<file path="config.mk">
export PLATFORM = sky130hd
export DESIGN_NAME = downcounter_game_flat
export DESIGN_NICKNAME = d
export VERILOG_FILES = /design/src/rtl/downcounter_game_pkg.sv /design/src/rtl/downcounter_game_if.sv /design/src/rtl/downcounter_game_tick_prescaler.sv /design/src/rtl/downcounter_game.sv /design/src/flat_wrapper.sv
export SDC_FILE = /design/constraint.sdc
export NUM_CORES = 1
export LEC_CHECK = 0
export CORE_MARGIN = 2
export CORE_UTILIZATION = 33
export DETAILED_ROUTE_END_ITERATION = 12
export PLACE_DENSITY = 0.58
export SETUP_SLACK_MARGIN = 0.05
export SLEW_MARGIN = 20
export SYNTH_ARGS = -nofsm -noshare
export SYNTH_HDL_FRONTEND = slang
export SYNTH_SLANG_ARGS = --single-unit
</file>
<file path="constraint.sdc">
create_clock -name clk -period 2.5 [get_ports clk]
set_input_delay 0.625 -clock clk [delete_from_list [all_inputs] [get_ports clk]]
set_output_delay 0.625 -clock clk [all_outputs]
set_load 0.02 [all_outputs]
</file>
<file path="src/rtl/downcounter_game_pkg.sv">
// Shared game definitions: FSM states, BCD digit type and digit clamp.
package downcounter_game_pkg;

   typedef enum logic [1:0] {
      ST_IDLE    = 2'd0,
      ST_RUN     = 2'd1,
      ST_PAUSE   = 2'd2,
      ST_EXPIRED = 2'd3
   } game_state_t;

   typedef logic [3:0] bcd_t;

   localparam bcd_t BCD_MAX = 4'd9;

   // Out-of-range digits (A..F) saturate to 9.
   function automatic bcd_t bcd_clamp(input bcd_t d);
      return (d > BCD_MAX) ? BCD_MAX : d;
   endfunction

endpackage

</file>
<file path="src/rtl/downcounter_game_if.sv">
// Control/status bundle of the countdown timer; master drives commands, slave reports digits.
interface downcounter_game_if;
   import downcounter_game_pkg::*;

   logic load;
   bcd_t load_value1;
   bcd_t load_value2;
   logic start;
   logic pause;
   logic clear;
   bcd_t value1;
   bcd_t value2;
   logic running;
   logic expired;
   logic tick;
   logic expire_pulse;

   modport master (
      output load, load_value1, load_value2, start, pause, clear,
      input  value1, value2, running, expired, tick, expire_pulse
   );

   modport slave (
      input  load, load_value1, load_value2, start, pause, clear,
      output value1, value2, running, expired, tick, expire_pulse
   );

endinterface

</file>
<file path="src/rtl/downcounter_game_tick_prescaler.sv">
// Free-running prescaler counting 0..TICK_DIV-1 while enabled; tc flags the terminal cycle.
module tick_prescaler #(
   parameter int TICK_DIV = 100_000_000,
   parameter int CNT_W    = 27
) (
   input  logic clk,
   input  logic rst_n,
   input  logic en,
   input  logic clr,
   output logic tc
);

   localparam logic [CNT_W-1:0] CNT_LAST = CNT_W'(TICK_DIV - 1);

   logic [CNT_W-1:0] cnt_reg;

   assign tc = en && (cnt_reg == CNT_LAST);

   always_ff @(posedge clk or negedge rst_n) begin
      if (!rst_n) begin
         cnt_reg <= '0;
      end else if (clr) begin
         cnt_reg <= '0;
      end else if (en) begin
         cnt_reg <= tc ? '0 : cnt_reg + 1'b1;
      end
   end

endmodule

</file>
<file path="src/rtl/downcounter_game.sv">
// Two-digit BCD countdown timer with pause/resume/clear and expiry pulse.
// Optional GAME_TIMER_AUTORELOAD_EN: reload the start value on reaching 00 instead of expiring.
module downcounter_game
   import downcounter_game_pkg::*;
#(
   parameter int TICK_DIV = 100_000_000,
   parameter int CNT_W    = 27
) (
   input  logic               clk,
   input  logic               rst_n,
   downcounter_game_if.slave  bus
);

   game_state_t state_reg;
   bcd_t        value1_reg;
   bcd_t        value2_reg;
   bcd_t        reload1_reg;
   bcd_t        reload2_reg;
   logic        running_reg;
   logic        expired_reg;
   logic        tick_reg;
   logic        expire_pulse_reg;

   logic        tc;
   logic        prescale_en;
   bcd_t        dec1_next;
   bcd_t        dec2_next;
   bcd_t        load1_next;
   bcd_t        load2_next;
   logic        dec_zero;
   logic        count_zero;
   logic        reload_ok;

   assign prescale_en = (state_reg == ST_RUN) && !bus.clear;

   tick_prescaler #(
      .TICK_DIV (TICK_DIV),
      .CNT_W    (CNT_W)
   ) u_prescaler (
      .clk   (clk),
      .rst_n (rst_n),
      .en    (prescale_en),
      .clr   (bus.clear),
      .tc    (tc)
   );

   // BCD decrement with borrow from the tens digit.
   always_comb begin
      dec1_next = value1_reg;
      dec2_next = value2_reg;
      if (value1_reg != '0) begin
         dec1_next = value1_reg - 1'b1;
      end else begin
         dec1_next = BCD_MAX;
         dec2_next = value2_reg - 1'b1;
      end
   end

   assign dec_zero   = (dec1_next == '0) && (dec2_next == '0);
   assign count_zero = (value1_reg == '0) && (value2_reg == '0);
   assign load1_next = bcd_clamp(bus.load_value1);
   assign load2_next = bcd_clamp(bus.load_value2);

`ifdef GAME_TIMER_AUTORELOAD_EN
   assign reload_ok = (reload1_reg != '0) || (reload2_reg != '0);
`else
   assign reload_ok = 1'b0;
`endif

   always_ff @(posedge clk or negedge rst_n) begin
      if (!rst_n) begin
         state_reg        <= ST_IDLE;
         value1_reg       <= '0;
         value2_reg       <= '0;
         reload1_reg      <= '0;
         reload2_reg      <= '0;
         running_reg      <= 1'b0;
         expired_reg      <= 1'b0;
         tick_reg         <= 1'b0;
         expire_pulse_reg <= 1'b0;
      end else begin
         tick_reg         <= 1'b0;
         expire_pulse_reg <= 1'b0;
         if (bus.clear) begin
            state_reg   <= ST_IDLE;
            value1_reg  <= '0;
            value2_reg  <= '0;
            running_reg <= 1'b0;
            expired_reg <= 1'b0;
         end else begin
            case (state_reg)
               ST_IDLE, ST_EXPIRED: begin
                  if (bus.load) begin
                     value1_reg  <= load1_next;
                     value2_reg  <= load2_next;
                     reload1_reg <= load1_next;
                     reload2_reg <= load2_next;
                     state_reg   <= ST_IDLE;
                     expired_reg <= 1'b0;
                  end else if (state_reg == ST_IDLE && bus.start && !count_zero) begin
                     state_reg   <= ST_RUN;
                     running_reg <= 1'b1;
                  end
               end
               ST_PAUSE: begin
                  if (bus.start) begin
                     state_reg   <= ST_RUN;
                     running_reg <= 1'b1;
                  end
               end
               ST_RUN: begin
                  if (tc && dec_zero && !reload_ok) begin
                     tick_reg         <= 1'b1;
                     expire_pulse_reg <= 1'b1;
                     value1_reg       <= '0;
                     value2_reg       <= '0;
                     state_reg        <= ST_EXPIRED;
                     running_reg      <= 1'b0;
                     expired_reg      <= 1'b1;
                  end else begin
                     if (tc) begin
                        tick_reg         <= 1'b1;
                        expire_pulse_reg <= dec_zero;
                        value1_reg       <= dec_zero ? reload1_reg : dec1_next;
                        value2_reg       <= dec_zero ? reload2_reg : dec2_next;
                     end
                     // A tick in the same cycle as pause still lands before freezing.
                     if (bus.pause) begin
                        state_reg   <= ST_PAUSE;
                        running_reg <= 1'b0;
                     end
                  end
               end
               default: begin
                  state_reg   <= ST_IDLE;
                  running_reg <= 1'b0;
                  expired_reg <= 1'b0;
               end
            endcase
         end
      end
   end

   assign bus.value1       = value1_reg;
   assign bus.value2       = value2_reg;
   assign bus.running      = running_reg;
   assign bus.expired      = expired_reg;
   assign bus.tick         = tick_reg;
   assign bus.expire_pulse = expire_pulse_reg;

endmodule

</file>
<file path="src/flat_wrapper.sv">
// flat-port wrapper written by rule: the top's interface ports become plain ports
module downcounter_game_flat import downcounter_game_pkg::*;
#(
   parameter int TICK_DIV = 100_000_000,
   parameter int CNT_W    = 27
)
  (clk, rst_n, bus_load, bus_load_value1, bus_load_value2, bus_start, bus_pause, bus_clear, bus_value1, bus_value2, bus_running, bus_expired, bus_tick, bus_expire_pulse);
  downcounter_game_if bus_i ();
  input  logic clk;
  input  logic rst_n;
  input wire logic [$bits(bus_i.load)-1:0] bus_load;
  input wire logic [$bits(bus_i.load_value1)-1:0] bus_load_value1;
  input wire logic [$bits(bus_i.load_value2)-1:0] bus_load_value2;
  input wire logic [$bits(bus_i.start)-1:0] bus_start;
  input wire logic [$bits(bus_i.pause)-1:0] bus_pause;
  input wire logic [$bits(bus_i.clear)-1:0] bus_clear;
  output wire logic [$bits(bus_i.value1)-1:0] bus_value1;
  output wire logic [$bits(bus_i.value2)-1:0] bus_value2;
  output wire logic [$bits(bus_i.running)-1:0] bus_running;
  output wire logic [$bits(bus_i.expired)-1:0] bus_expired;
  output wire logic [$bits(bus_i.tick)-1:0] bus_tick;
  output wire logic [$bits(bus_i.expire_pulse)-1:0] bus_expire_pulse;
  assign bus_i.load = bus_load;
  assign bus_i.load_value1 = bus_load_value1;
  assign bus_i.load_value2 = bus_load_value2;
  assign bus_i.start = bus_start;
  assign bus_i.pause = bus_pause;
  assign bus_i.clear = bus_clear;
  assign bus_value1 = bus_i.value1;
  assign bus_value2 = bus_i.value2;
  assign bus_running = bus_i.running;
  assign bus_expired = bus_i.expired;
  assign bus_tick = bus_i.tick;
  assign bus_expire_pulse = bus_i.expire_pulse;
  downcounter_game #(.TICK_DIV(TICK_DIV), .CNT_W(CNT_W)) u_core (.clk(clk), .rst_n(rst_n), .bus(bus_i));
endmodule
</file>
* Word-level counts from Yosys, hierarchy flattened *
Index checks and enable logic that the tools add are counted.

word-level totals
  register bits after elaboration = 49
  input port bits = 14
  output and inout port bits = 12
  logic and storage cells = 96

operators by class
  $add $sub $neg = 3
  magnitude comparators = 2
  equal/unequal tests = 12
  multiplexer cells = 45
  bitwise logic cells = 1
  reduce and logical (&&, ||, !) cells = 23

operators by type and width
  operator                                                                 number
  27-bit two-way mux                                                       3
  4-bit two-way mux                                                        14
  27-bit by 1-bit adder with 27-bit output, second input constant          1
  27-bit == test, second input constant                                    1
  1-bit two-way mux                                                        17
  4-bit zero test                                                          4
  4-bit one-hot mux with 2 select lines                                    2
  2-bit two-way mux                                                        6
  3-bit inequality test, second input constant                             4
  3-bit AND reduction                                                      4
  4-bit greater-than comparator, second input constant                     2
  4-bit by 3-bit inequality test with 1-bit output, second input constant  2
  4-bit by 1-bit subtractor with 4-bit output, second input constant       2
  1-bit logical AND                                                        7
  2-bit one-hot mux with 3 select lines                                    1
  2-bit == test, second input constant                                     2
  4-bit inequality test, second input constant                             1
  4-bit AND reduction                                                      1
  4-bit nonzero test                                                       1
  3-bit by 2-bit inequality test with 1-bit output, second input constant  1
  1-bit one-hot mux with 3 select lines                                    1
  3-bit nonzero test                                                       1
  2-bit by 1-bit == test with 1-bit output, second input constant          1
  1-bit zero test                                                          2
  other kinds (5)                                                          5

* Longest topological paths before layout *
Gate-level depths: netlist (run 1).

  depth in word-level cells = 9
  depth in mapped cells = 9
  mapped depth without buffers = 7

* Modules after synthesis *
Synthesis (run 1) repeated with hierarchy kept, for this count alone.

second synthesis, totals
  cell total of the unflattened synthesis = 280
  area total of the unflattened synthesis = 2586.2 µm²

by module, submodules not included
  module            times used  cells an instance  area each (µm²)  sequential area each (µm²)
  tick_prescaler    1           163                1539.0           675.6
  downcounter_game  1           117                1047.3           375.4

* Worst setup path before layout (run 1) *
Ideal clock, no wire load.

  path type = reg2reg
  start = reg u_core.u_prescaler.cnt_reg[0]
  end = reg u_core.value2_reg[0] (netlist: u_core.bus.value2[0])
  setup time = 126 ps
  data arrival time = 2114 ps
  data required time = 2374 ps
  path slack = 260 ps
  stages on the path, launching flop included = 8
  buffers on the path = 1
  clock period less this slack = 2240 ps
  path through = dfrtp_1 ha_1 and4_1 nand2_1 or4_4 and2_4 buf_6 o32a_1

between the ends
  cells in the longest elaborated chain, start to end = 6
  elaborated cells on any way between the ends = 8
  those cells by class = eq/ne (2); mux (3); reduce/logical (3)

ends and longest elaborated chain
  element                                RTL line                               text
  start, declared                        downcounter_game_tick_prescaler.sv:15  logic [CNT_W-1:0] cnt_reg;
  start signal, assigned                 downcounter_game_tick_prescaler.sv:25  cnt_reg <= tc ? '0 : cnt_reg + 1'b1;
  27-bit == test *                       downcounter_game_tick_prescaler.sv:17  assign tc = en && (cnt_reg == CNT_LAST);
  1-bit logical AND *                    downcounter_game_tick_prescaler.sv:17
  1-bit logical AND                      downcounter_game.sv:112                if (tc && dec_zero && !reload_ok) begin
  4-bit two-way mux                      downcounter_game.sv:112
  4-bit one-hot mux with 2 select lines  downcounter_game.sv:91                 case (state_reg)
  4-bit two-way mux                      downcounter_game.sv:84                 if (bus.clear) begin
  end signal, assigned                   downcounter_game.sv:95                 value2_reg <= load2_next;
  end signal, assigned                   downcounter_game.sv:125                value2_reg <= dec_zero ? reload2_reg : dec2_next;
  end, declared                          downcounter_game.sv:16                 bcd_t value2_reg;

Mark *: on every way between the ends. The rest lies on a longest branch, timed or not.
A chain may end at the register's enable or synchronous reset.

* Worst setup path in the final report (run 1) *
  start = reg u_core.u_prescaler.cnt_reg[0]
  end = reg u_core.value1_reg[1] (netlist: u_core.bus.value1[1])

between the ends
  cells in the longest elaborated chain, start to end = 6
  elaborated cells on any way between the ends = 8
  those cells by class = eq/ne (2); mux (3); reduce/logical (3)

ends and longest elaborated chain
  element                                RTL line                               text
  27-bit == test *                       downcounter_game_tick_prescaler.sv:17
  1-bit logical AND *                    downcounter_game_tick_prescaler.sv:17
  1-bit logical AND                      downcounter_game.sv:112
  4-bit two-way mux                      downcounter_game.sv:112
  4-bit one-hot mux with 2 select lines  downcounter_game.sv:91
  4-bit two-way mux                      downcounter_game.sv:84
  end signal, assigned                   downcounter_game.sv:94                 value1_reg <= load1_next;
  end signal, assigned                   downcounter_game.sv:124                value1_reg <= dec_zero ? reload1_reg : dec1_next;
  end, declared                          downcounter_game.sv:15                 bcd_t value1_reg;

Marked as above.

==> results of run 1 <==
-- area by class of cell --
| class | count | share of cell area |
|---|---|---|
| timing repair buffer | 51 | 0.1305 |
| inverter | 14 | 0.01473 |
| tap | 108 | 0.03788 |
| sequential | 47 | 0.3297 |
| clock inverter | 2 | 0.01684 |
| clock buffer | 6 | 0.02034 |
| multi-input combinational | 248 | 0.4500 |
-- Yosys cell counts, types with 4 or more instances --
cell and number:
nor2_1 19, mux2i_1 8, nand4_1 11, o21ai_0 16, and3_1 4, nand2b_1 8
a21oi_1 23, dfrtp_1 47, and2_1 6, nor3_1 8, xor2_1 5, inv_1 14
nor4_1 4, ha_1 6, nand3_1 18, clkbuf_1 11, or2_2 4, nand2_1 30
and4_1 6, a31oi_1 11
-- cells in the final DEF (no fill, tap or decap), drive strengths merged, types with 4 or more instances in the layout --
cell type	count
nand4	11
clkdlybuf4s50	24
nor3	8
clkbuf	6
or2	4
nand2	30
nor4	7
o21ai	17
nand2b	8
nand3	19
inv	14
buf	27
mux2	6
and2	8
and4	6
nor2	19
ha	6
xor2	5
dfrtp	47
a21oi	23
or4	4
a31oi	11
and3	4
mux2i	8
-- critical path: stages, from the launching register on --
cell and delay (ns):
dfrtp_1 0.43, ha_1 0.25, and4_1 0.31, nand2_1 0.10, or4_4 0.55, and2_4 0.19
a221o_1 0.35
-- kinds of logic (layout without fill, tap and decap cells) --
logic type | Yosys count | after routing | synth area share
AND/OR/NAND/NOR | 136 | 136 | 0.2611
AO/OA/AOI/OAI | 87 | 87 | 0.1962
flip-flops | 47 | 47 | 0.4036
buffers and inverters | 31 | 73 | 0.04766
multiplexers | 14 | 14 | 0.05066
adder cells (fa/ha/maj) | 6 | 6 | 0.02576
XOR/XNOR | 5 | 5 | 0.01503
-- report_power, final --
group | internal, mW | switching [mW]
Clock | 0.400 | 0.269
Combinational | 0.587 | 0.700
Sequential | 0.884 | 0.105
-- path summary, 6_finish.rpt --
kind / startpoint / to / slack (ns) / cells past startpoint
worst min register to register: u_core.u_prescaler.cnt_reg[26] / u_core.u_prescaler.cnt_reg[26] / 0.49 / 1
worst max-delay path: u_core.u_prescaler.cnt_reg[0] / u_core.bus.value1[1] / 0.24 / 6
min in group clk: u_core.u_prescaler.cnt_reg[26] / u_core.u_prescaler.cnt_reg[26] / 0.49 / 1
worst min-delay path: rst_n / u_core.reload2_reg[1] / 0.27 / 2
worst max register to register: u_core.u_prescaler.cnt_reg[0] / u_core.bus.value1[1] / 0.24 / 6
max in group asynchronous: rst_n / u_core.u_prescaler.cnt_reg[2] / 1.96 / 2
-- layer usage --
layer	vias up	share of wire
met2	70	0.45
li1	1291	-
met1	1319	0.47
met3	15	0.051
met4	0	0.019
met5	-	0
==> out/qor.csv, run 1 <==
stage,metric,value,unit
outcome,status,finished clean,
cts,cts_buffers,5,
placement,port_buffers,25,
synth,ys_types,61,
cts,post-cts-setup-buffers,0,
routing,via_count,2695,
cts,htree_levels,2,
critical_path,required,2.70,ns
finish,num-fill-cells,883,
synth,seq_area_frac_synth,0.4036,
placement,hpwl,5613,um
pwr,power_density,825.6,mW/mm2
timing,rsz0062_at_grt,false,
synth,synth-edff-count,0,
grt,grt.overflow.total,0,
synth,synth_seq_cells,47,
finish,nNetsFinal,387,
grt,busiest_layer,met2,
critical_path,crit_type,reg2reg,
synth,mappedNetlistArea,0.002914,mm2
timing,post-route-period-util,0.9056,
finish,fin_area,0.003567,mm2
synth,synth_warnings,0,
routing,vias_per_cell,5.662,
critical_path,critPathMaxFanout,7,
finish,regArea,0.001176,mm2
placement,dp_cells,468,
synth,yosysTopAreaCell,dfrtp_1,
grt,gr-usage-met1,0.2357,
synth,synth_area_leaders,"dfrtp_1, a21oi_1, nand2_1, nand3_1, mux2i_1",
placement,placed_area,0.003435,mm2
cts,post_cts_resized,0,
pwr,p_leak,1.433,nW
floorplanning,rows,34,
floorplanning,die_y,97.97,um
finish,drive_above_1_share,0.1359,
grt,grt_use_total,0.1691,
cts,cts_buffer_depth,2,
placement,place_congestion,0.8471,
grt,met3_usage,0.03006,
finish,instances_no_fill,476,
cts,clock-sinks,47,
timing,fmaxAchievable,0.4417,GHz
routing,ant_nets,0,
floorplanning,core,0.008636,mm2
timing,relSlewSlack,0.6817,
finish,num_antenna_cells,0,
routing,dr.first_iter.drc_count,149,
finish,multiInputGateArea,0.001605,mm2
critical_path,worstSetupEndpointType,flip-flop,
cts,cts_tree,done,
timing,setup_slack,0.2359,ns
timing,finalMaxSlewViolations,0,
cts,clk_pin_slew,0.10,ns
grt,grt_pass1_wl,13250,um
finish,final_core_util,0.4131,
grt,antenna_found_initial,0,
timing,hold_violations,0,
routing,first_pass_iters,4,
floorplanning,fp.dieArea,0.009598,mm2
grt,grt_pass1_vias,2639,
timing,tns,0,ns
routing,drc,0,
cts,ctsHoldBuffers,0,
floorplanning,die_width,97.97,um
floorplanning,ios,26,
routing,wl,7813,um
pwr,ir_drop,0.2780,mV
timing,finClkSkew,0.01652,ns
pwr,power,2.945,mW
placement,place_ws,0.04376,ns
critical_path,cp-start-kind,flip-flop,
timing,finalSetupViolCount,0,
grt,use_met2,0.2687,
routing,routedWlPerCell,16.41,um
cts,cts-root-buf,clkbuf_8,
hold_path,hold_class,in2async,
flow_run,cap_violations,0,
cts,clkLatencyLatePin,0.31,ns
timing,fin_hold_ws,0.2699,ns
floorplanning,floorplan.initialDensity,0.3374,
synth,synth.net_count,346,
timing,period_minus_slack,2.264,ns
synth,netlist_instances,326,
synth,async_flop_share,1.000,
finish,largest_register_ffs,27,
critical_path,worst_ep_arrival_time,2.47,ns
timing,worst_slew_pin_slew,0.4738,ns
grt,grt_max_degree,48,
synth,synth_top_area_frac,0.4036,
synth,avgSynthCellArea,8.939,um2
synth,synthFlopType,dfrtp_1,
finish,area_growth,22.41,%
(Power assumes the default switching activity.)
==> inputs of run 2 (changes only) <==
Settings changed: CORE_ASPECT_RATIO from default to 0.6.
==> out/qor.csv, run 2 (same netlist as run 1, synthesis figures left out) <==
stage,metric,value,unit,change
outcome,status,finished clean,,
critical_path,cp-start-kind,flip-flop,,
placement,hpwl,6672,um,+19%
floorplanning,ios,26,,unchanged
finish,final_core_util,0.4256,,+0.01249
floorplanning,core,0.008556,mm2,-0.93%
finish,num_antenna_cells,0,,unchanged
routing,first_pass_iters,5,,+1
finish,nNetsFinal,388,,+0.26%
finish,final_cell_mix,"dfrtp_1, nand2_1, buf_4",,
cts,clk_pin_slew,0.06,ns,-0.04 ns
grt,grt_max_degree,28,,-42%
cts,clkLatencyLatePin,0.29,ns,-0.02 ns
timing,relSlewSlack,0.5691,,-0.1126
cts,ctsHoldBuffers,0,,unchanged
cts,clock-sinks,47,,unchanged
routing,m1WireLength,4739,um,+28%
critical_path,critPathMaxFanout,7,,unchanged
grt,grt_pass1_vias,2611,,-1.1%
finish,drive_above_1_share,0.1436,,+0.007762
placement,place_congestion,0.8741,,+3.2%
routing,dr.first_iter.drc_count,274,,+84%
finish,final_common_cell,dfrtp_1,,
routing,drc,0,,unchanged
routing,wl_met3,704,um,+76%
finish,area_growth,24.95,%,
floorplanning,rows,26,,-24%
routing,via_count,2739,,+1.6%
routing,vias_per_cell,5.694,,+0.58%
timing,fmaxAchievable,0.4341,GHz,-1.7%
cts,cts_tree,done,,
grt,grt_use_total,0.1900,,+0.02081
floorplanning,die_y,76.79,um,-22%
grt,grt.overflow.total,0,,unchanged
floorplanning,fp.dieArea,0.009623,mm2,+0.26%
grt,grt_pass1_wl,14430,um,+8.9%
flow_run,cap_violations,0,,unchanged
timing,period_minus_slack,2.303,ns,+0.03931 ns
routing,wl,8616,um,+10%
finish,largest_register_ffs,27,,unchanged
timing,tns,0,ns,unchanged
timing,finalMaxSlewViolations,0,,unchanged
timing,rsz0062_at_grt,false,,
routing,dr_wl_met2,3132,um,-12%
routing,routedWlPerCell,17.91,um,+9.1%
floorplanning,floorplan.initialDensity,0.3406,,+0.003158
routing,highest-signal-layer,met4,,
timing,hold_violations,0,,unchanged
cts,cts_buffer_depth,2,,unchanged
pwr,power_density,879.0,mW/mm2,+6.5%
pwr,p_leak,1.466,nW,+2.3%
placement,port_buffers,25,,unchanged
pwr,ir_drop,0.5062,mV,+82%
critical_path,required,2.67,ns,-0.03 ns
critical_path,worstSetupEndpointType,flip-flop,,
floorplanning,die_width,125.3,um,+28%
critical_path,worst_ep_arrival_time,2.48,ns,about the same
timing,post-route-period-util,0.9214,,+0.01572
routing,ant_nets,0,,unchanged
hold_path,hold_class,in2async,,
timing,finalSetupViolCount,0,,unchanged
timing,finClkSkew,0.007012,ns,-0.009512 ns
cts,cts-root-buf,clkbuf_16,,
critical_path,r2r_cells,6,,unchanged
timing,worst_slew_pin_slew,0.6457,ns,+0.1719 ns
cts,htree_levels,2,,unchanged
grt,antenna_found_initial,0,,unchanged
cts,cts_buffers,5,,unchanged
critical_path,crit_type,reg2reg,,
## run 2: cell types whose count changed in the layout (fill, tap and decap cells not counted), sizes merged
cell | before | now
buf | 27 | 28
## run 2: layout make-up
cell class | count | area, um2
Timing Repair Buffer | 52 | 473.0
Clock inverter | 2 | 60.06
Tap cell | 112 | 140.1
Inverter | 14 | 52.55
Multi-Input combinational cell | 248 | 1610
Sequential cell | 47 | 1176
Clock buffer | 6 | 128.9
Fill cell | 855 | 4915
## run 2: metrics by stage
stage / area, um2 / std cells / setup WS, ns / hold WS (ns) / total power, mW
after floorplan: 2914 / 326 / 0.2603 / 0.3294 / 1.773
after global placement: 3447 / 473 / 0.06924 / 0.4671 / 2.305
after detailed placement: 3447 / 473 / 0.01002 / 0.4699 / 2.320
after CTS: 3636 / 481 / 0.1467 / 0.3588 / 3.192
after global routing: 3641 / 481 / 0.07514 / 0.3839 / 3.403
final: 3641 / 481 / 0.1966 / 0.3435 / 3.200
## run 2: path summary, 6_finish.rpt
kind / slack, ns / to / startpoint
worst min-delay path: 0.34 / u_core.u_prescaler.cnt_reg[1] / rst_n
min in group clk: 0.49 / u_core.u_prescaler.cnt_reg[26] / u_core.u_prescaler.cnt_reg[26]
worst max-delay path: 0.20 / u_core.bus.value2[0] / u_core.u_prescaler.cnt_reg[0]
max in group asynchronous: 1.62 / u_core.bus.running / rst_n
worst min register to register: 0.49 / u_core.u_prescaler.cnt_reg[26] / u_core.u_prescaler.cnt_reg[26]
worst max register to register: 0.20 / u_core.bus.value2[0] / u_core.u_prescaler.cnt_reg[0]
## run 2: what timing repair did
item / CTS / global route
setup buffers: 0 / 0
endpoints found under the setup margin: 0 / 5
hold endpoints to repair: 0 / 0
resized for setup: 0 / 1
## run 2: power by group
part	leakage [nW]	switching, mW	internal [mW]
clock	0.0911	0.295	0.574
sequential	0.638	0.114	0.885
combinational	0.737	0.747	0.585
total	1.47	1.16	2.04
## run 2: metal layers
| metal | track usage | up-vias |
|---|---|---|
| met5 | 0 | - |
| met4 | 0.02667 | 0 |
| met3 | 0.04187 | 4 |
| met2 | 0.2321 | 103 |
| met1 | 0.3282 | 1325 |
| li1 | - | 1307 |
## run 2: worst max-delay path, cell delays in order (launching register included)
cell and delay, ns:
dfrtp_1 0.43, ha_1 0.19, and4_1 0.32, nand2_2 0.15, or4_4 0.56, and2_4 0.19, o32a_1 0.34
==> inputs of run 3 (changes only) <==
--- a/config.mk
+++ b/config.mk
@@ -9,4 +9,5 @@
 export CORE_MARGIN = 2
 export CORE_UTILIZATION = 33
+export CTS_BUF_LIST = sky130_fd_sc_hd__clkbuf_2 sky130_fd_sc_hd__clkbuf_4 sky130_fd_sc_hd__clkbuf_8
 export DETAILED_ROUTE_END_ITERATION = 12
 export PLACE_DENSITY = 0.58
==> constraint.sdc (replaced) <==
create_clock -name clk -period 2.5 [get_ports clk]
set_input_delay 0.375 -clock clk [delete_from_list [all_inputs] [get_ports clk]]
set_output_delay 0.375 -clock clk [all_outputs]
set_load 0.02 [all_outputs]
==> out/qor.csv, run 3 (same netlist as run 1, synthesis figures left out) <==
stage,metric,value,unit,change
floorplanning,floorplan.initialDensity,0.3406,,unchanged
grt,antenna_found_initial,0,,unchanged
pwr,seqPwrFrac,0.341,,+0.029
routing,via_count,2729,,-0.37%
timing,hold_violations,0,,unchanged
grt,grt_max_degree,48,,+71%
cts,cts_buffers,5,,unchanged
pwr,power.switching,1.137,mW,-1.7%
routing,routedWlPerCell,17.44,um,-2.6%
timing,finalSetupViolCount,0,,unchanged
grt,grt.overflow.total,0,,unchanged
routing,vias_per_cell,5.685,,-0.16%
finish,multiInputGateArea,0.001605,mm2,-0.31%
routing,first_pass_iters,4,,-1
hold_path,hold_class,in2async,,
timing,rsz0062_at_grt,false,,
finish,final_cell_mix,"dfrtp_1, nand2_1, buf_4",,
cts,cts_buffer_depth,2,,unchanged
pwr,power_density,825.3,mW/mm2,-6.1%
pwr,clockPowerShare,0.204,,-0.068
critical_path,required,2.70,ns,+0.03 ns
cts,cts_tree,done,,
timing,finClkSkew,0.006723,ns,-0.0002895 ns
routing,wl,8372,um,-2.8%
floorplanning,core,0.008556,mm2,unchanged
critical_path,critPathSlowestCell,or4_4,,
pwr,swShare,0.3888,,+0.02739
pwr,p_leak,1.423,nW,-2.9%
routing,ant_nets,0,,unchanged
routing,drc,0,,unchanged
finish,regArea,0.001176,mm2,unchanged
finish,num_antenna_cells,0,,unchanged
finish,final_core_util,0.4143,,-0.01126
finish,fin_area,0.003545,mm2,-2.6%
timing,period_minus_slack,2.323,ns,+0.01930 ns
critical_path,worstSetupEndpointType,flip-flop,,
critical_path,slowest_delay,0.54,ns,-0.02 ns
cts,post_cts_resized,0,,unchanged
timing,post-route-period-util,0.9291,,+0.007721
floorplanning,rows,26,,unchanged
critical_path,worst_ep_arrival_time,2.52,ns,+0.04 ns
routing,dr.first_iter.drc_count,150,,-45%
placement,place_congestion,0.8356,,-4.4%
pwr,ir_drop,0.3942,mV,-22%
flow_run,cap_violations,0,,unchanged
pwr,p_int,1.788,mW,-13%
finish,num-fill-cells,860,,+0.58%
timing,finalMaxSlewViolations,0,,unchanged
floorplanning,die_width,125.3,um,unchanged
grt,grt_use_total,0.1843,,-0.005699
critical_path,crit_chain,ha_1 -> and4_1 -> nand2_1 -> or4_4 -> and2_4 -> o32a_1,,
cts,clock-sinks,47,,unchanged
pwr,combPwrFrac,0.455,,+0.039
timing,relSlewSlack,0.5702,,+0.001088
cts,clkLatencyLatePin,0.31,ns,+0.02 ns
cts,clk_pin_slew,0.09,ns,+0.03 ns
cts,htree_levels,2,,unchanged
outcome,status,finished clean,,
cts,ctsHoldBuffers,0,,unchanged
finish,final_common_cell,dfrtp_1,,
critical_path,critPathMaxFanout,7,,unchanged
floorplanning,ios,26,,unchanged
grt,grt_pass1_vias,2566,,-1.7%
finish,drive_above_1_share,0.1386,,-0.005044
critical_path,startpoint,u_core.u_prescaler.cnt_reg[0],,
cts,cts-root-buf,clkbuf_8,,
critical_path,crit_type,reg2reg,,
timing,fmaxAchievable,0.4305,GHz,-0.83%
placement,port_buffers,25,,unchanged
finish,largest_register_ffs,27,,unchanged
floorplanning,fp.dieArea,0.009623,mm2,unchanged
critical_path,timing.rr.start,u_core.u_prescaler.cnt_reg[0],,
timing,fin_hold_ws,0.1630,ns,-0.1805 ns
finish,nNetsFinal,387,,-0.26%
timing,tns,0,ns,unchanged
finish,area_growth,21.64,%,
placement,placed_area,0.003427,mm2,-0.58%
timing,worst_slew_pin_slew,0.6447,ns,-0.0009366 ns
cts,post-cts-setup-buffers,0,,unchanged
grt,grt_pass1_wl,14030,um,-2.8%
placement,hpwl,6292,um,-5.7%
critical_path,cp-start-kind,flip-flop,,
floorplanning,die_y,76.79,um,unchanged
-- run 3: layout make-up --
class	count	area share
sequential	47	0.3318
inverter	14	0.01483
tap	112	0.03953
timing repair buffer	51	0.1278
clock inverter	2	0.009884
clock buffer	6	0.02330
multi-input combinational	248	0.4529
-- run 3: through the flow --
| stage | std cells | power, mW | setup WS, ns |
|---|---|---|---|
| after CTS | 480 | 2.918 | 0.1942 |
| after detailed placement | 472 | 2.308 | 0.2200 |
| after floorplan | 326 | 1.773 | 0.2603 |
| after global routing | 480 | 3.100 | 0.09815 |
| final | 480 | 2.926 | 0.1773 |
| after global placement | 472 | 2.303 | 0.2903 |
-- run 3: routing by layer --
layer  vias up  part of all wire  global-route usage
met4         0            0.0062             0.03111
met2        75              0.37              0.2250
met1      1346              0.57              0.3167
met5         -                 0                   0
li1       1301                 -                   -
met3         7             0.053             0.03978
-- run 3: critical path: cells and delay by family (launching register included) --
kind / cells / cell delay [ns]
adders and majority gates: 1 / 0.26
AOI/OAI and AO/OA: 1 / 0.34
DFF: 1 / 0.45
and+or+nand+nor: 4 / 1.16
-- run 3: power by group through the flow --
stage	logic, mW	clock network [mW]	registers [mW]
floorplan	0.721	0	1.05
global placement	1.29	0	1.01
detailed placement	1.30	0	1.01
CTS	1.31	0.616	0.995
global route	1.44	0.647	1.01
finish	1.33	0.596	0.999
-- run 3: path summary, 6_finish.rpt --
path,to,depth (start not counted),slack (ns)
max in group asynchronous,u_core.bus.expired,2,1.90
min reg2reg,u_core.u_prescaler.cnt_reg[26],1,0.49
max reg2reg,u_core.bus.value2[0],6,0.18
min,u_core.u_prescaler.cnt_reg[3],2,0.16
max,u_core.bus.value2[0],6,0.18
min in group clk,u_core.u_prescaler.cnt_reg[26],1,0.49
